**config.mk**
```make
export PLATFORM = sky130hd
export DESIGN_NAME = io_uart_tx
export DESIGN_NICKNAME = d
export VERILOG_FILES = /design/src/rtl/io_uart_tx.sv
export SDC_FILE = /design/constraint.sdc
export NUM_CORES = 1
export LEC_CHECK = 0
export CELL_PAD_IN_SITES_DETAIL_PLACEMENT = 1
export CELL_PAD_IN_SITES_GLOBAL_PLACEMENT = 1
export CORE_UTILIZATION = 37
export DETAILED_ROUTE_END_ITERATION = 7
export GPL_ROUTABILITY_DRIVEN = 0
export PLACE_DENSITY = 0.85
export REMOVE_ABC_BUFFERS = 1
export SKIP_CTS_REPAIR_TIMING = 1
export SYNTH_ARGS = -nofsm -noshare
export SYNTH_HDL_FRONTEND = slang
export SYNTH_SLANG_ARGS = --single-unit
```
**constraint.sdc**
```tcl
create_clock -name clk -period 2.2 [get_ports clk]
set_input_delay 0.66 -clock clk [delete_from_list [all_inputs] [get_ports clk]]
set_output_delay 0.66 -clock clk [all_outputs]
set_load 0.1 [all_outputs]
```
**src/rtl/io_uart_tx.sv**
```systemverilog
// Memory-mapped 8N1 UART transmitter: CPU stores fill a small TX FIFO that a
// baud-rate FSM drains onto uart_tx. Status is read back combinationally.
module io_uart_tx #(
  parameter int CLK_FREQ_HZ = 27000000,
  parameter int BAUD        = 115200,
  parameter int FIFO_DEPTH  = 8
) (
  input  logic        clk,
  input  logic        resetn,
  input  logic [31:0] IO_mem_addr,
  input  logic [31:0] IO_mem_wdata,
  input  logic        IO_mem_wr,
  output logic [31:0] IO_mem_rdata,
  output logic        uart_tx
);

  localparam int DIV    = CLK_FREQ_HZ / BAUD;
  localparam int BCNT_W = (DIV > 1) ? $clog2(DIV) : 1;
  localparam int AW     = $clog2(FIFO_DEPTH);
  localparam int CW     = AW + 1;
  localparam logic [BCNT_W-1:0] BCNT_LAST  = BCNT_W'(DIV - 1);
  localparam logic [CW-1:0]     COUNT_FULL = CW'(FIFO_DEPTH);

  typedef enum logic [1:0] {
    S_IDLE  = 2'd0,
    S_START = 2'd1,
    S_DATA  = 2'd2,
    S_STOP  = 2'd3
  } state_t;

  state_t             state_reg;
  logic [BCNT_W-1:0]  bcnt_reg;
  logic [2:0]         bidx_reg;
  logic [7:0]         sh_reg;
  logic               tx_reg;

  logic [7:0]         fifo_mem [FIFO_DEPTH];
  logic [AW-1:0]      wr_ptr_reg;
  logic [AW-1:0]      rd_ptr_reg;
  logic [CW-1:0]      count_reg;
  logic               ovf_reg;

  // Address decode: only word index bits [15:2] take part.
  logic [13:0] word_idx;
  logic        sel_data;
  logic        sel_ctrl;
  assign word_idx = IO_mem_addr[15:2];
  assign sel_data = (word_idx == 14'd2);
  assign sel_ctrl = (word_idx == 14'd3);

  logic unused_bits;
  assign unused_bits = ^{IO_mem_addr[31:16], IO_mem_addr[1:0], IO_mem_wdata[31:8]};

  logic fifo_empty;
  logic fifo_full;
  logic baud_last;
  logic wr_data;
  logic push;
  logic pop;
  logic drop;
  logic ctrl_clr;
  logic [7:0] pop_data;

  assign fifo_empty = (count_reg == '0);
  assign fifo_full  = (count_reg == COUNT_FULL);
  assign baud_last  = (bcnt_reg == BCNT_LAST);
  assign wr_data    = IO_mem_wr && sel_data;
  // Fullness is judged on the registered count, so a same-cycle pop never
  // makes room for a push into a full FIFO.
  assign push       = wr_data && !fifo_full;
  assign drop       = wr_data && fifo_full;
  assign ctrl_clr   = IO_mem_wr && sel_ctrl && IO_mem_wdata[0];
  assign pop        = !fifo_empty &&
                      ((state_reg == S_IDLE) || ((state_reg == S_STOP) && baud_last));
  assign pop_data   = fifo_mem[rd_ptr_reg];

  // Storage carries no reset; validity is tracked by the pointers and count.
  always_ff @(posedge clk) begin
    if (push) begin
      fifo_mem[wr_ptr_reg] <= IO_mem_wdata[7:0];
    end
  end

  always_ff @(posedge clk or negedge resetn) begin
    if (!resetn) begin
      wr_ptr_reg <= '0;
      rd_ptr_reg <= '0;
      count_reg  <= '0;
      ovf_reg    <= 1'b0;
    end else begin
      if (push) begin
        wr_ptr_reg <= wr_ptr_reg + AW'(1);
      end
      if (pop) begin
        rd_ptr_reg <= rd_ptr_reg + AW'(1);
      end
      case ({push, pop})
        2'b10:   count_reg <= count_reg + CW'(1);
        2'b01:   count_reg <= count_reg - CW'(1);
        default: count_reg <= count_reg;
      endcase
      if (drop) begin
        ovf_reg <= 1'b1;
      end else if (ctrl_clr) begin
        ovf_reg <= 1'b0;
      end
    end
  end

  always_ff @(posedge clk or negedge resetn) begin
    if (!resetn) begin
      state_reg <= S_IDLE;
      bcnt_reg  <= '0;
      bidx_reg  <= '0;
      sh_reg    <= '0;
      tx_reg    <= 1'b1;
    end else begin
      case (state_reg)
        S_IDLE: begin
          tx_reg <= 1'b1;
          if (pop) begin
            sh_reg    <= pop_data;
            bcnt_reg  <= '0;
            tx_reg    <= 1'b0;
            state_reg <= S_START;
          end
        end
        S_START: begin
          if (baud_last) begin
            bcnt_reg  <= '0;
            bidx_reg  <= '0;
            tx_reg    <= sh_reg[0];
            state_reg <= S_DATA;
          end else begin
            bcnt_reg <= bcnt_reg + BCNT_W'(1);
          end
        end
        S_DATA: begin
          if (baud_last) begin
            bcnt_reg <= '0;
            sh_reg   <= sh_reg >> 1;
            if (bidx_reg == 3'd7) begin
              tx_reg    <= 1'b1;
              state_reg <= S_STOP;
            end else begin
              bidx_reg <= bidx_reg + 3'd1;
              tx_reg   <= sh_reg[1];
            end
          end else begin
            bcnt_reg <= bcnt_reg + BCNT_W'(1);
          end
        end
        S_STOP: begin
          if (baud_last) begin
            bcnt_reg <= '0;
            // Chain straight into the next start bit when data is waiting.
            if (pop) begin
              sh_reg    <= pop_data;
              tx_reg    <= 1'b0;
              state_reg <= S_START;
            end else begin
              tx_reg    <= 1'b1;
              state_reg <= S_IDLE;
            end
          end else begin
            bcnt_reg <= bcnt_reg + BCNT_W'(1);
          end
        end
        default: begin
          tx_reg    <= 1'b1;
          state_reg <= S_IDLE;
        end
      endcase
    end
  end

  logic        busy;
  logic [31:0] count_ext;
  logic [3:0]  count_disp;
  logic [31:0] status_word;

  assign busy        = (state_reg != S_IDLE) || !fifo_empty;
  assign count_ext   = 32'(count_reg);
  assign count_disp  = (count_ext > 32'd15) ? 4'hF : count_ext[3:0];
  assign status_word = {21'd0, ovf_reg, fifo_full, busy, 4'd0, count_disp};

  assign IO_mem_rdata = (sel_data || sel_ctrl) ? status_word : 32'd0;
  assign uart_tx      = tx_reg;

endmodule

```
Word-level counts from Yosys, hierarchy flattened
Memory sizes are Yosys's and may differ from the RTL's. Cells that the tools add are included.

Bits in registers: 33. Bits in writable memories: 64. Input port bits: 67. Output and inout bits: 33. Logic and storage cells: 88. Memories kept: 1.

Add/sub/neg operators: 6. Order comparisons: 1. Equality and inequality tests: 16. Mux-type cells: 31. Reduce and logical (&&, ||, !) cells: 24.

Memories: fifo_mem (depth 8, width 8, read ports 1, clocked after Yosys merged registers in 0, wr ports 1, RTL line 37) `logic [7:0] fifo_mem [FIFO_DEPTH];`.

Operators by type and width (count): $mux W8 (5); $eq A14 B2 Y1 const B (2); $pmux W8 S3 (1); $pmux W8 S2 (1); $ne A2 B2 Y1 const B (6); $mux W11 (1); $mux W1 (10); $mux W2 (5); $add A3 B1 Y3 const B (3); $mux W3 (3); $add A8 B1 Y8 const B (1); $eq A8 B8 Y1 const B (1); $pmux W2 S4 (1); $pmux W4 S2 (1); $reduce_bool A2 Y1 (4); $logic_and A1 B1 Y1 (7); $eq A2 B2 Y1 const B (3); $pmux W3 S2 (1); $reduce_and A3 Y1 (2); $reduce_and A5 Y1 (1); $add A4 B1 Y4 const B (1); $eq A2 B1 Y1 const B (2); $eq A4 B4 Y1 const B (1); $gt A4 B4 Y1 const B (1); 11 further kinds (14).

Logic depth before layout (Yosys ltp)
Word-level depth: 7. Gate-level depth with buffers: 12. Gate-level depth less buffers: 12.

Worst setup path before layout
OpenSTA, ideal clock, no wires.

Path kind: input-to-output. Start point: input port IO_mem_addr[5]. End point: output port IO_mem_rdata[9]. Arrival: 2.214 ns. Data required time: 1.540 ns. Slack: -0.674 ns. Cell stages on the path: 4. Path buffers: 1. Cell sequence: nor4b_1 and4_1 clkbuf_1 and3_1.

Cells in the longest elaborated chain, start to end: 3. Elaborated cells on any way between the ends: 4. Those cells by class: eq/ne: 2; mux: 1; reduce/logical: 1.

RTL lines: start: declaration (RTL line 10) `input logic [31:0] IO_mem_addr,`; $eq A14 B2 Y1, on equally long branches (RTL line 48, 49); $logic_or A1 B1 Y1 * (RTL line 187) `assign IO_mem_rdata = (sel_data || sel_ctrl) ? status_word : 32'd0;`; $mux W11 * (RTL line 187); end: declaration (RTL line 13) `output logic [31:0] IO_mem_rdata,`.

Mark *: on every way between the ends. The rest lies on a longest branch, timed or not.

Worst setup path after layout
Start point: register count_reg[1]. End point: output port IO_mem_rdata[9].

Cells in the longest elaborated chain, start to end: 2.

RTL lines: start: declaration (RTL line 40) `logic [CW-1:0] count_reg;`; start signal: assignment (RTL line 98) `2'b10: count_reg <= count_reg + CW'(1);`; start signal: assignment (RTL line 99) `2'b01: count_reg <= count_reg - CW'(1);`; start signal: assignment (RTL line 100) `default: count_reg <= count_reg;`; $eq A4 B4 Y1 (RTL line 65) `assign fifo_full = (count_reg == COUNT_FULL);`; $mux W11 (RTL line 187).

No other way between the ends.

==> impl_metrics.ini <==
[layout]
fin_util = 0.503
multi_input_area_um2 = 1880
area_growth_pct = 31.8
largest_register_ffs = 64
fill_cells = 1172
drive_above_1_share = 0.374
antenna_cells = 0
regArea_um2 = 2750
fin_cells = 585
final_nets = 493

[synthesis]
syn-instance-count = 318
syn-cell-area_um2 = 4600
synth_warnings = 0
synth_common_cells = edfxtp_1, dfrtp_1, buf_4, o21ai_0, mux4_2
yosys.area.top_type = edfxtp_1
ys_seq_elements = 97
synth_area_leaders = edfxtp_1, dfrtp_1, mux4_2
synth.avg_cell_area_um2 = 14.5
yosys.cell_count.top_type = edfxtp_1
ys_types = 54
synth_ff_type = edfxtp_1
synth_top_area_frac = 0.418
synth_edf_count = 64
yosysSeqAreaShare = 0.597
async_reset_ff_frac = 0.340

[cts]
cts_root_buf = clkbuf_16
htree_num_levels = 3
cts_made_buffers = 9
cts_buffer_depth = 2
clock_latency_ps = 360
cts_sinks = 97
clk_pin_slew_ps = 70
cts_tree = yes

[power_and_ir_drop]
p_per_area_nw_per_um2 = 1180
leakage_nw = 2.46
ir_worst_vdd_mv = 0.557

[sta]
relSlewSlack = 0.669
rsz0062_at_grt = true
hold_violations = 0
finalSetupViolations = 40
drv_slew = 0
skew_ps = 14.5
post-route-period-util = 1.14
fmax_ghz = 0.399
timing.hold.ws_ps = 508
worst_slew_pin_slew_ps = 493
setup_ws_ps = -306
post-route-min-period_ps = 2510

[min_path]
worstHoldStart = uart_tx
hp-class = reg -> reg

[floorplan]
dieArea_um2 = 12900
die_h_um = 114
die_w_um = 114
start_util = 0.382
pin_count = 100
placement_rows = 40
design.core.area_um2 = 12100

[drt]
vias = 3054
vias_per_cell = 5.22
drt_iter0_drc = 123
postRouteAntennaNets = 0
drc_errors = 0
wl_per_cell_um = 22.1
drt-pass1-iter-count = 4
finalWirelength_mm = 12.9

[setup_path]
r2r-start = count_reg[1]
startpoint = count_reg[1]
cp_max_fo = 2
required_ps = 1540
end_kind = output port
path_class = reg -> out
r2r_setup_slack_ps = -190
worst_ep_arrival_time_ps = 1850
start_kind = flip-flop

[placement]
pre_cts_ws_ps = -893
io_buffers = 32
dpl.cell_count = 556
dp_hpwl_mm = 7.24

[job]
drv_cap = 0

[grt]
overflow = 0
antenna_found_initial = 0
grt_max_degree = 34
grt_pass1_wl_mm = 16.9
grt_usage = 0.175
grt_pass1_vias = 3151

[outcome]
violations = setup timing
outcome = complete, but fails checks
layer usage:
| metal | vias up | wire length, µm | track usage |
|---|---|---|---|
| met4 | 0 | 427 | 0.0719 |
| met3 | 25 | 393 | 0.0329 |
| li1 | 1348 | - | - |
| met2 | 87 | 7210 | 0.325 |
| met1 | 1594 | 4890 | 0.196 |
| met5 | - | 0 | 0 |
stage by stage:
step / cell area (µm²) / setup TNS, ps / power, mW
2_1_floorplan: 4430 / -9960 / 4.10
3_3_place_gp: 5430 / -28340 / 4.97
3_5_place_dp: 5430 / -42190 / 5.14
4_1_cts: 5710 / -20640 / 6.68
5_1_grt: 6070 / -6020 / 7.48
6_report: 6070 / -3740 / 7.17
logic make-up after synthesis:
kind of cell | synth area share
buf+inv | 0.0603
compound gates | 0.0723
flops | 0.597
xor+xnor | 0.0190
fa+ha+maj | 0.0381
simple gates | 0.0875
other cells | 0.000815
mux | 0.125
worst paths after layout:
path | to | cells after the start
max | IO_mem_rdata[9] | 5
min | uart_tx | 2
max reg2reg | count_reg[2] | 11
min reg2reg | uart_tx | 2
max in group asynchronous | uart_tx | 2
min in group asynchronous | state_reg[0] | 2
worst max-delay path, cell delays in order (launching register included):
cell and delay [ps]:
dfrtp_1 400, buf_4 150, nor3_2 380, buf_4 210, and3_4 190, buf_12 170
power breakdown:
part	switching, mW	internal [mW]	leakage (nW)
registers	0.187	2.16	0.996
clock network	0.756	0.786	0.136
logic	1.78	1.49	1.32
layout make-up:
class | count | share of cell area
inverters | 5 | 0.00309
clock buffers | 9 | 0.0371
clock inverters | 7 | 0.00949
multi-input cells | 205 | 0.311
flip-flops and latches | 97 | 0.453
repair buffers | 94 | 0.152
well taps | 168 | 0.0347
layout by cell type (no fill, tap or decap), drive strengths merged, types with 2 or more instances in the layout:
| master | instances |
|---|---|
| and4 | 2 |
| nor3 | 8 |
| ha | 14 |
| dfrtp | 32 |
| nand3 | 4 |
| and3 | 5 |
| clkinv | 2 |
| nand3b | 2 |
| edfxtp | 64 |
| xor2 | 7 |
| o31ai | 2 |
| a211oi | 3 |
| nand2b | 3 |
| a21o | 3 |
| nand2 | 9 |
| xnor2 | 3 |
| a21oi | 4 |
| and2 | 8 |
| buf | 72 |
| clkdlybuf4s50 | 9 |
| dlymetal6s2s | 10 |
| nor3b | 4 |
| inv | 9 |
| conb | 25 |
| mux2 | 11 |
| clkbuf | 12 |
| nor4 | 3 |
| a22o | 2 |
| mux4 | 16 |
| nor2 | 13 |
| o21ai | 27 |
| mux2i | 9 |
| a22oi | 2 |
No activity file was read; power rests on OpenSTA's default activity.
